[src/rtl/pipe_ctrl_pkg.sv]
// Shared types and constants for the pipeline hazard/stall control slice.
package pipe_ctrl_pkg;

  localparam int REG_W = 5;

  // addi x0, x0, 0 : the canonical RISC-V NOP loaded by flush/bubble controls
  localparam logic [31:0] NOP_INSN = 32'h0000_0013;

  typedef enum logic {
    RUN     = 1'b0,
    MD_WAIT = 1'b1
  } hazard_state_t;

  // A load in EX feeds the instruction in ID; x0 never creates a dependency.
  function automatic logic load_use_hit(
    input logic             mem_read,
    input logic [REG_W-1:0] ex_rd,
    input logic [REG_W-1:0] id_rs1,
    input logic [REG_W-1:0] id_rs2
  );
    return mem_read && (ex_rd != '0) && ((ex_rd == id_rs1) || (ex_rd == id_rs2));
  endfunction

endpackage

[src/rtl/sat_counter.sv]
// Saturating up-counter with a synchronous clear that outranks increment.
module sat_counter #(
  parameter int W = 32
) (
  input  logic         clk,
  input  logic         rst_n,
  input  logic         inc,
  input  logic         clr,
  output logic [W-1:0] count
);

  logic [W-1:0] count_q;
  logic [W-1:0] count_d;

  always_comb begin
    count_d = count_q;
    if (clr) begin
      count_d = '0;
    end else if (inc && (count_q != {W{1'b1}})) begin
      count_d = count_q + W'(1);
    end
  end

  always_ff @(posedge clk or negedge rst_n) begin
    if (!rst_n) begin
      count_q <= '0;
    end else begin
      count_q <= count_d;
    end
  end

  assign count = count_q;

endmodule

[src/rtl/hazard_ctrl.sv]
// Load-use / branch-flush / mul-div occupancy sequencer with a stall-cycle counter.
// Controls are combinational from state and inputs so a stall acts in the cycle of its cause.
module hazard_ctrl
  import pipe_ctrl_pkg::*;
#(
  parameter int CNT_W = 32,
  parameter int REG_W = pipe_ctrl_pkg::REG_W
) (
  input  logic             clk,
  input  logic             rst_n,
  input  logic [REG_W-1:0] IF_ID_rs1,
  input  logic [REG_W-1:0] IF_ID_rs2,
  input  logic [REG_W-1:0] ID_EX_rd,
  input  logic             ID_EX_MemRead,
  input  logic             ID_EX_md,
  input  logic             EX_branch_taken,
  input  logic             md_done,
  input  logic             stall_clr,
  output logic             PC_write,
  output logic             IF_ID_write,
  output logic             ID_EX_write,
  output logic             IF_ID_flush,
  output logic             ID_EX_bubble,
  output logic             EX_MEM_bubble,
  output logic             md_start,
  output logic [CNT_W-1:0] stall_cycles,
  output hazard_state_t    dbg_state
);

  hazard_state_t state_q;
  hazard_state_t state_d;
  logic          load_use;

  assign load_use = load_use_hit(ID_EX_MemRead, ID_EX_rd, IF_ID_rs1, IF_ID_rs2);

  // Mul/div handshake: md_start is a one-cycle request issued from RUN; the unit
  // answers with a one-cycle md_done, on which the result enters EX/MEM and EX frees.
  always_comb begin
    state_d       = state_q;
    PC_write      = 1'b1;
    IF_ID_write   = 1'b1;
    ID_EX_write   = 1'b1;
    IF_ID_flush   = 1'b0;
    ID_EX_bubble  = 1'b0;
    EX_MEM_bubble = 1'b0;
    md_start      = 1'b0;
    if (!rst_n) begin
      state_d     = RUN;
      PC_write    = 1'b0;
      IF_ID_write = 1'b0;
      ID_EX_write = 1'b0;
    end else begin
      case (state_q)
        RUN: begin
          if (EX_branch_taken) begin
            IF_ID_flush  = 1'b1;
            ID_EX_bubble = 1'b1;
          end else if (ID_EX_md) begin
            md_start      = 1'b1;
            PC_write      = 1'b0;
            IF_ID_write   = 1'b0;
            ID_EX_write   = 1'b0;
            EX_MEM_bubble = 1'b1;
            state_d       = MD_WAIT;
          end else if (load_use) begin
            // One cycle is enough: the load advances to MEM and forwarding covers the rest.
            PC_write     = 1'b0;
            IF_ID_write  = 1'b0;
            ID_EX_bubble = 1'b1;
          end
        end
        MD_WAIT: begin
          if (md_done) begin
            state_d = RUN;
          end else begin
            PC_write      = 1'b0;
            IF_ID_write   = 1'b0;
            ID_EX_write   = 1'b0;
            EX_MEM_bubble = 1'b1;
          end
        end
        default: state_d = RUN;
      endcase
    end
  end

  always_ff @(posedge clk or negedge rst_n) begin
    if (!rst_n) begin
      state_q <= RUN;
    end else begin
      state_q <= state_d;
    end
  end

  assign dbg_state = state_q;

  sat_counter #(
    .W(CNT_W)
  ) u_stall_cnt (
    .clk  (clk),
    .rst_n(rst_n),
    .inc  (rst_n && !PC_write),
    .clr  (stall_clr),
    .count(stall_cycles)
  );

endmodule

[config.mk]
export PLATFORM = sky130hd
export DESIGN_NAME = hazard_ctrl
export DESIGN_NICKNAME = d
export VERILOG_FILES = /design/src/rtl/pipe_ctrl_pkg.sv /design/src/rtl/sat_counter.sv /design/src/rtl/hazard_ctrl.sv
export SDC_FILE = /design/constraint.sdc
export NUM_CORES = 1
export LEC_CHECK = 0
export CAP_MARGIN = 20
export CORE_MARGIN = 5
export CORE_UTILIZATION = 43
export DETAILED_ROUTE_END_ITERATION = 6
export PLACE_DENSITY = 0.76
export SLEW_MARGIN = 20
export SYNTH_ARGS = -nofsm -noshare
export SYNTH_HDL_FRONTEND = slang
export SYNTH_SLANG_ARGS = --single-unit
[constraint.sdc]
create_clock -name clk -period 2.8 [get_ports clk]
set_input_delay 0.84 -clock clk [delete_from_list [all_inputs] [get_ports clk]]
set_output_delay 0.84 -clock clk [all_outputs]
set_load 0.01 [all_outputs]
==> reports/metrics.yaml, run 1 <==
run_status:
  run_status: "finished, violations left"
  failed_checks: "setup timing"
sta:
  hold_violations: 0
  relSlewSlack: 0.609
  fin_crit_sh: 1.06
  setup_viol: 4
  period_minus_slack_ns: 2.96
  finalMaxSlewViolations: 0
  setup_tns_ns: -0.451
  worst_pin_slew_ns: 0.581
  rsz0062_at_grt: "yes"
  max_freq_mhz: 338
  fin_worst_skew_ns: 0.00698
  worst_slack_ns: -0.156
synthesis:
  syn_nets: 264
  synthFlopType: "dfrtp_1"
  synth-seq-cells: 33
  syn_area_per_cell_um2: 8.85
  async_reset_ff_frac: 1.00
  synth_area_um2: 2130
  synth_area_leaders: "dfrtp_1 (39%), xnor2_1 (5.7%), a21oi_1 (5.4%)"
  synth_edf_count: 0
  ys_types: 43
  synth_top_area_frac: 0.387
  synth_cells: 241
  synth_seq_area_share: 0.387
  yosys.area.top_type: "dfrtp_1"
  ys_warn_count: 0
detailed_routing:
  drt_first_pass_iters: 4
  viasPerCell: 5.53
  drt_iter0_drc: 126
  routed_wl_mm: 6.34
  final_antenna_net_count: 0
  drc: 0
  via_count: 2250
  routedWlPerCell_um: 15.6
setup_path:
  crit_required_ns: 1.96
  slowest_delay_ns: 0.53
  critical_path_class: "in2out"
  arrival_ns: 2.12
  critPathSlowestCell: "or4_4"
  crit_chain: "buf_6, or4_4, o211a_1, buf_6, a21boi_2, buf_2"
  crit_top_cell: "buf_6"
  crit_family: "simple AND/OR/NAND/NOR gates"
  cp-end-kind: "output pin"
  critPathBufInv: 3
  critPathMaxFanout: 2
  cp-start-kind: "input port"
die:
  rows: 25
  coreArea_um2: 4750
  dieArea_um2: 6470
  ioPinCount: 62
  initial_core_util: 0.449
  die_w_um: 80.4
  die_h_um: 80.4
placed_design:
  dpl.hpwl_mm: 4.49
  gp_congestion: 0.779
  dp_cells: 384
  port_buffers: 61
job:
  maxCapViolCount: 0
worst_hold_path:
  hold_class: "reg2reg"
clock_network:
  cts-root-buf: "clkbuf_8"
  numClockSinks: 33
  cts_made_buffers: 5
  h-tree-depth: 2
  worstSkewPairLatency_ns: 0.29
  cts_tree: "built"
  cts_buffer_depth: 2
  path_clk_slew_ns: 0.07
global_routing:
  first_global_vias: 2181
  grt-ovfl-total: 0
  grt_usage: 0.208
  antenna_found_initial: 0
  grt_first_pass_wirelength_mm: 10.5
  grt_start_max_net_pins: 31
layout:
  num-fill-cells: 404
  fin_cells: 407
  antenna_cells: 0
  layout.nets: 362
  finalCoreUtilization: 0.674
  syn_to_final_growth_pct: 50.3
  drive_above_1_share: 0.229
power_and_ir_drop:
  p_leak_nw: 1.34
  p_per_area_nw_per_um2: 315
  power_w: 0.00101
  vdd_ir_drop_max_uv: 280
==> path summary, 6_finish.rpt <==
path | startpoint | end | slack (ns) | cells past startpoint
worst max-delay path | ID_EX_rd[1] | IF_ID_write | -0.16 | 6
worst max register to register | u_stall_cnt.count[0] | u_stall_cnt.count[24] | 0.48 | 8
max in group asynchronous | rst_n | u_stall_cnt.count[28] | 1.58 | 2
worst min register to register | u_stall_cnt.count[1] | u_stall_cnt.count[1] | 0.58 | 2
worst min-delay path | u_stall_cnt.count[1] | u_stall_cnt.count[1] | 0.58 | 2
min in group asynchronous | rst_n | u_stall_cnt.count[26] | 0.78 | 2
==> cells in the final DEF (no fill, tap or decap), types with 8 or more instances in the layout <==
cell / instances
o21ai_0: 12
dlygate4sd2_1: 12
nand3_1: 15
xnor2_1: 12
or3_1: 12
nand4_1: 10
dfrtp_1: 33
or4_1: 8
buf_4: 38
nand2_1: 12
clkdlybuf4s50_1: 38
nor2_1: 18
a21oi_1: 22
nor2b_1: 8
==> where the power goes <==
group | internal, W | switching (W)
Sequential | 0.000478 | 0.00000225
Combinational | 0.0000966 | 0.0000841
Clock | 0.000172 | 0.000176
Total | 0.000747 | 0.000262
==> worst min-delay path: cells and delay by family (launching register included) <==
kind / cells / cell delay, ns
flops: 1 / 0.38
mux: 1 / 0.09
simple gates: 1 / 0.08
==> state kept, by name (all words and copies together), names as in the netlist <==
signal	count
dbg_state	1
u_stall_cnt.count	32
==> final cells by class <==
cell class / count / area (um2) / share of cell area
multi-input cells: 191 / 1300 / 0.406
repair buffers: 101 / 887 / 0.277
flip-flops and latches: 33 / 826 / 0.258
well taps: 67 / 83.8 / 0.0262
clock buffers: 6 / 72.6 / 0.0226
inverters: 7 / 26.3 / 0.00820
clock inverters: 2 / 10.0 / 0.00312
==> per-layer routing <==
| layer | vias up | global-route usage | part of all wire |
|---|---|---|---|
| li1 | 1094 | - | - |
| met1 | 1071 | 0.252 | 0.43 |
| met2 | 76 | 0.365 | 0.48 |
| met3 | 9 | 0.0448 | 0.078 |
| met4 | 0 | 0.0659 | 0.015 |
| met5 | - | 0 | 0 |
==> repair_timing <==
item,4_1_cts,5_1_grt
hold buffers,0,0
pin swaps,19,13
endpoints found under the hold margin,0,0
setup buffers,14,2
gates resized for setup,63,10
setup endpoints to repair,23,30
==> cell families (layout without fill, tap and decap cells) <==
| logic type | Yosys count | in the layout | synth area share |
|---|---|---|---|
| DFF | 33 | 33 | 0.387 |
| AOI/OAI and AO/OA | 52 | 52 | 0.157 |
| adders and majority gates | 1 | 1 | 0.00586 |
| buffers and inverters | 17 | 116 | 0.0393 |
| muxes | 6 | 6 | 0.0311 |
| and+or+nand+nor | 116 | 116 | 0.314 |
| xor gates and xnor gates | 16 | 16 | 0.0657 |
==> cell usage after synthesis (2+ instances only) <==
| master | instances |
|---|---|
| and4_1 | 7 |
| nor3_1 | 3 |
| o21ai_0 | 12 |
| nand3_1 | 16 |
| nor2b_1 | 8 |
| xnor2_1 | 14 |
| nand4_1 | 10 |
| mux2_2 | 4 |
| clkbuf_1 | 5 |
| a21oi_1 | 23 |
| or3_1 | 12 |
| and3_1 | 6 |
| dfrtp_1 | 33 |
| nor4_1 | 3 |
| o31ai_1 | 7 |
| buf_6 | 2 |
| and4_4 | 2 |
| xor2_1 | 2 |
| nand2_1 | 13 |
| inv_1 | 7 |
| nor2_1 | 18 |
| nor3b_1 | 2 |
| and2_1 | 4 |
| or4_1 | 9 |
==> metrics by stage <==
step	cell area (um2)	setup slack (ns)	hold slack (ns)
final	3210	-0.156	0.583
after global routing	3210	-0.227	0.628
after CTS	3170	-0.165	0.585
after detailed placement	2970	-0.862	0.566
after global placement	2970	-0.833	0.561
after floorplan	2140	0.00524	0.544
Power figures use the tool's default switching activity.
==> run 2: changes to the inputs <==
--- a/config.mk
+++ b/config.mk
@@ -8,9 +8,10 @@
 export CAP_MARGIN = 20
 export CORE_MARGIN = 5
 export CORE_UTILIZATION = 43
+export CTS_CLUSTER_SIZE = 12
 export DETAILED_ROUTE_END_ITERATION = 6
 export PLACE_DENSITY = 0.76
-export SLEW_MARGIN = 20
+export SKIP_LAST_GASP = 1
 export SYNTH_ARGS = -nofsm -noshare
 export SYNTH_HDL_FRONTEND = slang
 export SYNTH_SLANG_ARGS = --single-unit
==> reports/metrics.yaml, run 2 (synthesis results as in run 1) <==
run_status:
  run_status: "finished, violations left"
  failed_checks: "setup timing"
power_and_ir_drop:
  p_leak_nw: 1.40
  swShare: 0.265
  p_int_w: 0.000756
  vdd_ir_drop_max_uv: 281
  pwr-share-comb: 0.194
  seqPwrFrac: 0.467
  power_w: 0.00103
  p_per_area_nw_per_um2: 311
  pwr-share-clk: 0.339
  p_sw_w: 0.000273
detailed_routing:
  via_count: 2277
  routed_wl_mm: 6.58
  routedWlPerCell_um: 16.1
  drc: 0
  final_antenna_net_count: 0
  drt_first_pass_iters: 4
  viasPerCell: 5.55
  drt_iter0_drc: 118
layout:
  fin_area_um2: 3300
  syn_to_final_growth_pct: 54.8
  layout.nets: 365
  largest_reg_flops: 32
  antenna_cells: 0
  final_cell_mix: "clkdlybuf4s50_1 (36), buf_4 (35), dfrtp_1 (33), a21oi_1 (22), nor2_1 (18)"
  drive_above_1_share: 0.259
  finalCoreUtilization: 0.695
  num-fill-cells: 374
  layout_commonest_cell: "clkdlybuf4s50_1"
clock_network:
  numClockSinks: 33
  cts_made_buffers: 5
  cts_buffer_depth: 2
  cts_tree: "built"
  path_clk_slew_ns: 0.06
  h-tree-depth: 2
  cts-root-buf: "clkbuf_8"
  worstSkewPairLatency_ns: 0.29
  cts.hold.buffers_added: 0
sta:
  max_freq_mhz: 337
  worst_slack_ns: -0.165
  setup_viol: 3
  rsz0062_at_grt: "yes"
  worst_pin_slew_ns: 0.595
  hold_slack_ns: 0.578
  period_minus_slack_ns: 2.97
  fin_worst_skew_ns: 0.00785
  fin_crit_sh: 1.06
  hold_violations: 0
  relSlewSlack: 0.600
  finalMaxSlewViolations: 0
global_routing:
  grt_start_max_net_pins: 31
  first_global_vias: 2195
  grt_first_pass_wirelength_mm: 10.5
  grt-ovfl-total: 0
  grt_usage: 0.208
  antenna_found_initial: 0
setup_path:
  crit_chain: "buf_8, or4_4, o211a_1, buf_6, a21boi_2, buf_2"
  slowest_delay_ns: 0.54
  arrival_ns: 2.13
  cp-end-kind: "output pin"
  cp-start-kind: "input port"
  crit_required_ns: 1.96
  critPathSlowestCell: "or4_4"
  critPathMaxFanout: 2
  critical_path_class: "in2out"
die:
  ioPinCount: 62
  coreArea_um2: 4750
  initial_core_util: 0.449
  die_w_um: 80.4
  dieArea_um2: 6470
  rows: 25
  die_h_um: 80.4
job:
  maxCapViolCount: 0
placed_design:
  dpl.hpwl_mm: 4.49
  dp_slack_ns: -0.862
  gp_congestion: 0.779
  placed_area_um2: 2970
  port_buffers: 61
worst_hold_path:
  hold_class: "reg2reg"
[run 2: cell count changes in the layout (fill, tap and decap cells not counted), sizes merged]
| cell | before | now |
|---|---|---|
| clkbuf | 6 | 9 |
| buf | 49 | 51 |
| clkdlybuf4s50 | 38 | 36 |
| dlygate4sd2 | 12 | 10 |
| dlymetal6s2s | 0 | 2 |
| clkdlybuf4s15 | 2 | 1 |
| nand2 | 14 | 15 |
[run 2: final timing paths]
path                                              end                   from  cells after the start  slack [ns]
worst min-delay path            u_stall_cnt.count[28]  u_stall_cnt.count[28]                      2        0.58
worst max register to register  u_stall_cnt.count[14]   u_stall_cnt.count[0]                      8        0.45
worst min register to register  u_stall_cnt.count[28]  u_stall_cnt.count[28]                      2        0.58
worst max-delay path                      IF_ID_write            ID_EX_rd[4]                      6       -0.17
min in group asynchronous       u_stall_cnt.count[26]                  rst_n                      2        0.79
max in group asynchronous       u_stall_cnt.count[28]                  rst_n                      2        1.58
[run 2: metrics by stage]
| stage | cells | setup TNS [ns] |
|---|---|---|
| 2_1_floorplan | 241 | 0 |
| 3_3_place_gp | 384 | -10.90 |
| 3_5_place_dp | 384 | -12.95 |
| 4_1_cts | 406 | -0.638 |
| 5_1_grt | 410 | -0.963 |
| 6_report | 410 | -0.449 |
[run 2: critical path: cells and delay by family]
| family | cells | cell delay [ns] |
|---|---|---|
| and+or+nand+nor | 1 | 0.54 |
| AOI/OAI and AO/OA | 2 | 0.38 |
| buffers and inverters | 3 | 0.35 |
[run 2: area by class of cell]
class / count / area (um2) / area share
inverter: 7 / 26.3 / 0.00795
clock buffer: 6 / 72.6 / 0.0220
sequential: 33 / 826 / 0.250
tap: 67 / 83.8 / 0.0254
clock inverter: 2 / 10.0 / 0.00303
multi-input combinational: 192 / 1370 / 0.415
timing repair buffer: 103 / 913 / 0.277
[run 2: layer usage]
metal / track usage / vias up / wire (um)
met1: 0.249 / 1097 / 2800
met5: 0 / - / 0
met2: 0.362 / 62 / 3260
met4: 0.0760 / 0 / 126
li1: - / 1105 / -
met3: 0.0482 / 13 / 397
[run 2: timing repair]
action | 4_1_cts | 5_1_grt
buffers inserted | 14 | 5
hold endpoints to repair | 0 | 0
cloned | 0 | 1
pin swaps | 19 | 22
gates resized for setup | 58 | 37
setup endpoints to repair | 23 | 30
[run 2: power groups by stage]
stage / Combinational (W) / Clock (W) / Sequential, W
CTS: 0.000172 / 0.000358 / 0.000480
floorplan: 0.0000594 / 0 / 0.000490
detailed placement: 0.000157 / 0 / 0.000489
global placement: 0.000155 / 0 / 0.000489
finish: 0.000199 / 0.000349 / 0.000481
global route: 0.000216 / 0.000382 / 0.000480
==> run 3: changes to the inputs <==
--- a/config.mk
+++ b/config.mk
@@ -5,12 +5,14 @@
 export SDC_FILE = /design/constraint.sdc
 export NUM_CORES = 1
 export LEC_CHECK = 0
+export ABC_CLOCK_PERIOD_IN_PS = 3200
 export CAP_MARGIN = 20
 export CORE_MARGIN = 5
-export CORE_UTILIZATION = 43
+export CORE_UTILIZATION = 48
 export CTS_CLUSTER_SIZE = 12
 export DETAILED_ROUTE_END_ITERATION = 6
-export PLACE_DENSITY = 0.76
+export PLACE_DENSITY = 0.81
+export SKIP_CTS_REPAIR_TIMING = 1
 export SKIP_LAST_GASP = 1
 export SYNTH_ARGS = -nofsm -noshare
 export SYNTH_HDL_FRONTEND = slang
==> constraint.sdc (replaced) <==
create_clock -name clk -period 3.2 [get_ports clk]
set_input_delay 0.96 -clock clk [delete_from_list [all_inputs] [get_ports clk]]
set_output_delay 0.96 -clock clk [all_outputs]
set_load 0.01 [all_outputs]
==> reports/metrics.yaml, run 3 (synthesis results as in run 1) <==
run_status:
  run_status: "finished, final reports clean"
global_routing:
  grt-ovfl-total: 0
  grt_use_met2: 0.325
  top_usage_layer: "met2"
  grt_usage: 0.202
  use_met1: 0.273
  antenna_found_initial: 0
  first_global_vias: 2124
  grt_start_max_net_pins: 34
  grt_util_met3: 0.0480
  grt_first_pass_wirelength_mm: 10.0
placed_design:
  dpl.hpwl_mm: 4.26
  gp_congestion: 0.797
  dp_cells: 372
  port_buffers: 61
die:
  ioPinCount: 62
  coreArea_um2: 4320
  die_h_um: 76.7
  rows: 24
  die_w_um: 76.7
  dieArea_um2: 5880
  initial_core_util: 0.493
setup_path:
  crit_start: "ID_EX_rd[2]"
  slowest_delay_ns: 0.53
  cp-start-kind: "input port"
  cp-end-kind: "output pin"
  r2r_start: "u_stall_cnt.count[0]"
  critPathBufInv: 3
  critical_path_class: "in2out"
  crit_family: "simple AND/OR/NAND/NOR gates"
  crit_chain: "buf_8, or4_4, o211a_1, buf_6, a21boi_2, buf_2"
  arrival_ns: 2.21
  critPathSlowestCell: "or4_4"
  critPathMaxFanout: 3
  crit_required_ns: 2.24
layout:
  layout.nets: 355
  fin_cells: 385
  syn_to_final_growth_pct: 48.9
  drive_above_1_share: 0.183
  final_cell_mix: "clkdlybuf4s50_1 (39), dfrtp_1 (33), buf_4 (32), a21oi_1 (23), nor2_1 (18)"
  antenna_cells: 0
  layout_commonest_cell: "clkdlybuf4s50_1"
  largest_reg_flops: 32
sta:
  rsz0062_at_grt: "yes"
  fin_worst_skew_ns: 0.0116
  hold_violations: 0
  period_minus_slack_ns: 3.17
  max_freq_mhz: 315
  fin_crit_sh: 0.992
  setup_viol: 0
  finalMaxSlewViolations: 0
  worst_pin_slew_ns: 0.688
  hold_slack_ns: 0.581
  setup_tns_ns: 0
  relSlewSlack: 0.540
worst_hold_path:
  hp-start: "u_stall_cnt.count[2]"
  hold_class: "reg2reg"
clock_network:
  worstSkewPairLatency_ns: 0.30
  cts_buffer_depth: 2
  cts_made_buffers: 5
  numClockSinks: 33
  h-tree-depth: 2
  cts-root-buf: "clkbuf_8"
  path_clk_slew_ns: 0.07
  cts_tree: "built"
detailed_routing:
  routed_wl_mm: 5.93
  via_count: 2224
  final_antenna_net_count: 0
  viasPerCell: 5.78
  routedWlPerCell_um: 15.4
  drt_first_pass_iters: 4
  drt_iter0_drc: 122
  drc: 0
power_and_ir_drop:
  p_leak_nw: 1.43
  p_per_area_nw_per_um2: 311
  vdd_ir_drop_max_uv: 278
job:
  maxCapViolCount: 0
## run 3: cell count changes in the layout (fill, tap and decap cells not counted), sizes merged
cell,previous run,this run
buf,51,36
dlymetal6s2s,2,17
dlygate4sd2,10,0
clkdlybuf4s50,36,39
clkinv,2,0
bufinv,0,1
clkbuf,9,8
clkdlybuf4s15,1,0
clkinvlp,0,1
nand2,15,14
## run 3: power by group
group	internal (W)	switching (W)	leakage [nW]
combinational	0.0000768	0.0000651	0.909
clock	0.000253	0.000171	0.0574
sequential	0.000418	0.00000220	0.461
## run 3: layer usage
| metal | part of all wire | vias to the layer above | routed length [um] |
|---|---|---|---|
| met5 | 0 | - | 0 |
| met4 | 0.011 | 0 | 65 |
| met3 | 0.047 | 7 | 280 |
| met2 | 0.49 | 70 | 2920 |
| met1 | 0.45 | 1072 | 2670 |
| li1 | - | 1075 | - |
## run 3: cell type report
type                    instances  area (um2)
clock buffers                   6        82.6
clock inverters                 2        37.5
fillers                       332        1150
inverters                       7        26.3
multi-input cells             191        1250
flip-flops and latches         33         826
well taps                      52        65.1
repair buffers                 94         890
## run 3: final timing paths
check / to / slack (ns) / depth (start not counted)
worst min-delay path: u_stall_cnt.count[2] / 0.58 / 2
worst max-delay path: IF_ID_write / 0.03 / 6
max in group asynchronous: u_stall_cnt.count[22] / 1.63 / 3
min in group asynchronous: u_stall_cnt.count[24] / 1.26 / 3
worst min register to register: u_stall_cnt.count[2] / 0.58 / 2
worst max register to register: u_stall_cnt.count[18] / 0.78 / 7
## run 3: through the flow
step | instance area [um2] | utilization | total power (W) | worst slack (ns)
finish | 3180 | 0.734 | 0.000987 | 0.0253
global route | 3180 | 0.734 | 0.00102 | -0.0236
CTS | 3080 | 0.713 | 0.000987 | -0.751
detailed placement | 2960 | 0.685 | 0.000565 | -0.746
global placement | 2960 | 0.685 | 0.000563 | -0.695
floorplan | 2130 | - | 0.000479 | 0.0547
## run 3: tightest hold or removal path, delay by kind of cell (launching register included)
kind          cells  cell delay [ns]
simple gates      1             0.08
xor+xnor          1             0.08
flops             1             0.39
==> RTL edit: new RTL, flow settings as in run 1 <==
Change the package constant `REG_W` from 5 to 6.
--- a/src/rtl/pipe_ctrl_pkg.sv
+++ b/src/rtl/pipe_ctrl_pkg.sv
@@ -1,7 +1,7 @@
 // Shared types and constants for the pipeline hazard/stall control slice.
 package pipe_ctrl_pkg;
 
-  localparam int REG_W = 5;
+  localparam int REG_W = 6;
 
   // addi x0, x0, 0 : the canonical RISC-V NOP loaded by flush/bubble controls
   localparam logic [31:0] NOP_INSN = 32'h0000_0013;
Interface: changed (resized ID_EX_rd, IF_ID_rs1 and IF_ID_rs2); port bits go from 62 to 65. The function was not compared with the original's and may differ.
==> RTL edit against run 1 <==
Count of clock-buffer cells in the layout rose by 2; setup slack improved by 170 ps; synthesized area fell by 1.3%; cell area fell by 5.8%; synthesized cell count fell by 1.2%; non-clock buffer count fell by 21; first-iteration DRC count fell by 12%; routed wire length fell by 4.3%; clock power rose by 1%; worst hold slack got worse by 110 ps; power fell by 0.87%; sequential cell count did not move; critical path type unchanged.
==> RTL edit: results (changes against run 1) <==
grt_use_total_pct: 20.17  # -0.64 points
reg2reg_slack_ps: 390  # -90 ps
endpoint: "IF_ID_write"
max_stage_delay_ps: 170  # -360 ps
via_per_inst: 5.743  # +3.9%
clk_path_buf_depth: 2  # unchanged
min_path_type: "input pin to async pin"
grt_pass1_wl_um: 10200  # -3.1%
total_power_uw: 999.9  # -0.87%
yosysUniqueCellTypes: 40  # -7.0%
ys_seq_area_share_pct: 39.24  # +0.53 points
cts_resized: 91  # +44%
nNetsFinal: 336  # -7.2%
routed-wl-met2_um: 2824  # -6.9%
r2r-start: "u_stall_cnt.count[3]"
ctsHtreeMaxLevel: 2  # unchanged
grtUsageMet1_pct: 25.76  # +0.53 points
cp_max_fo: 3  # +1
switching_share_pct: 26.87  # +0.90 points
synth_compound_area_share_pct: 16.65  # +0.93 points
ys_warn_count: 0  # unchanged
wl_met1_um: 2691  # -0.74%
routed_wl_um: 6067  # -4.3%
synth_ff_type: "dfrtp_1"
synth_xor_xnor_area_share_pct: 4.994  # -1.6 points
grt_max_degree: 62  # +100%
clk_pin_slew_ps: 70  # about the same
tightest_slew_ps: 494.0  # -86.50 ps
synth.area.mux_share_pct: 2.438  # -0.67 points
synthAdderAreaFrac_pct: 0.5945  # +0.0080 points
synth_common_cells: "dfrtp_1, a21oi_1, o21ai_0"
wl_met3_um: 477  # -3.8%
dpl_cell_area_sq_mm: 0.002918  # -1.6%
io_buffers: 64  # +4.9%
first_pass_iters: 4  # unchanged
irDropWorstVdd_mv: 0.2264  # -19%
largest_register_ffs: 32  # unchanged
grt_pass1_vias: 2165  # -0.73%
synth_nets: 264  # unchanged
drt_iter0_markers: 111  # -12%
n_fill_cell: 406  # +0.50%
p_leak_uw: 0.001176  # -12%
crit_start: "ID_EX_rd[2]"
p_clk_share_pct: 35.3  # +0.8 points
hpwlAfterDp_um: 4321  # -3.7%
cts_setup_buffers: 0  # -14
rr_endpoint: "u_stall_cnt.count[27]"
use_met3_pct: 4.515  # +0.030 points
outcome: "finished clean"
slowest_stage: "o22ai_2"
synth_area_leaders: "dfrtp_1, a21oi_1, or3_1"
seq-power_uw: 482
grt_use_met2_pct: 33.36  # -3.1 points
cts_made_buffers: 5  # unchanged
fin_worst_skew_ps: 7.537  # +0.5526 ps
rr_worst_depth: 6  # -2
clock_latency_ps: 300
place_congestion: 0.7847  # +0.72%
post_route_cells_drive_above_1_share_pct: 21.86  # -1.1 points
arrival_ps: 1940  # -180 ps
[RTL edit: critical path, delay by kind of cell]
family	cells	cell delay (ps)
AOI/OAI and AO/OA	2	280
xor gates and xnor gates	1	140
buffers and inverters	3	360
and+or+nand+nor	2	300
[RTL edit: final cells by class]
| cell class | count | share of cell area, % |
|---|---|---|
| Multi-Input combinational cell | 185 | 43.60 |
| Sequential cell | 33 | 27.35 |
| Timing Repair Buffer | 80 | 23.00 |
| Tap cell | 67 | 2.777 |
| Clock buffer | 8 | 2.652 |
| Inverter | 5 | 0.6216 |
[RTL edit: through the flow]
step                TNS [ps]  instances  utilization (%)  hold WS [ps]  setup WS [ps]
global route          -41.99        378            63.92         497.9         -21.00
global placement      -10190        369            61.77         554.3         -871.2
CTS                        0        377            62.62         471.0          1.277
detailed placement    -12410        369            61.77         560.5         -921.9
finish                     0        378            63.92         472.6          16.05
floorplan             -94.87        238                -         544.4         -94.87
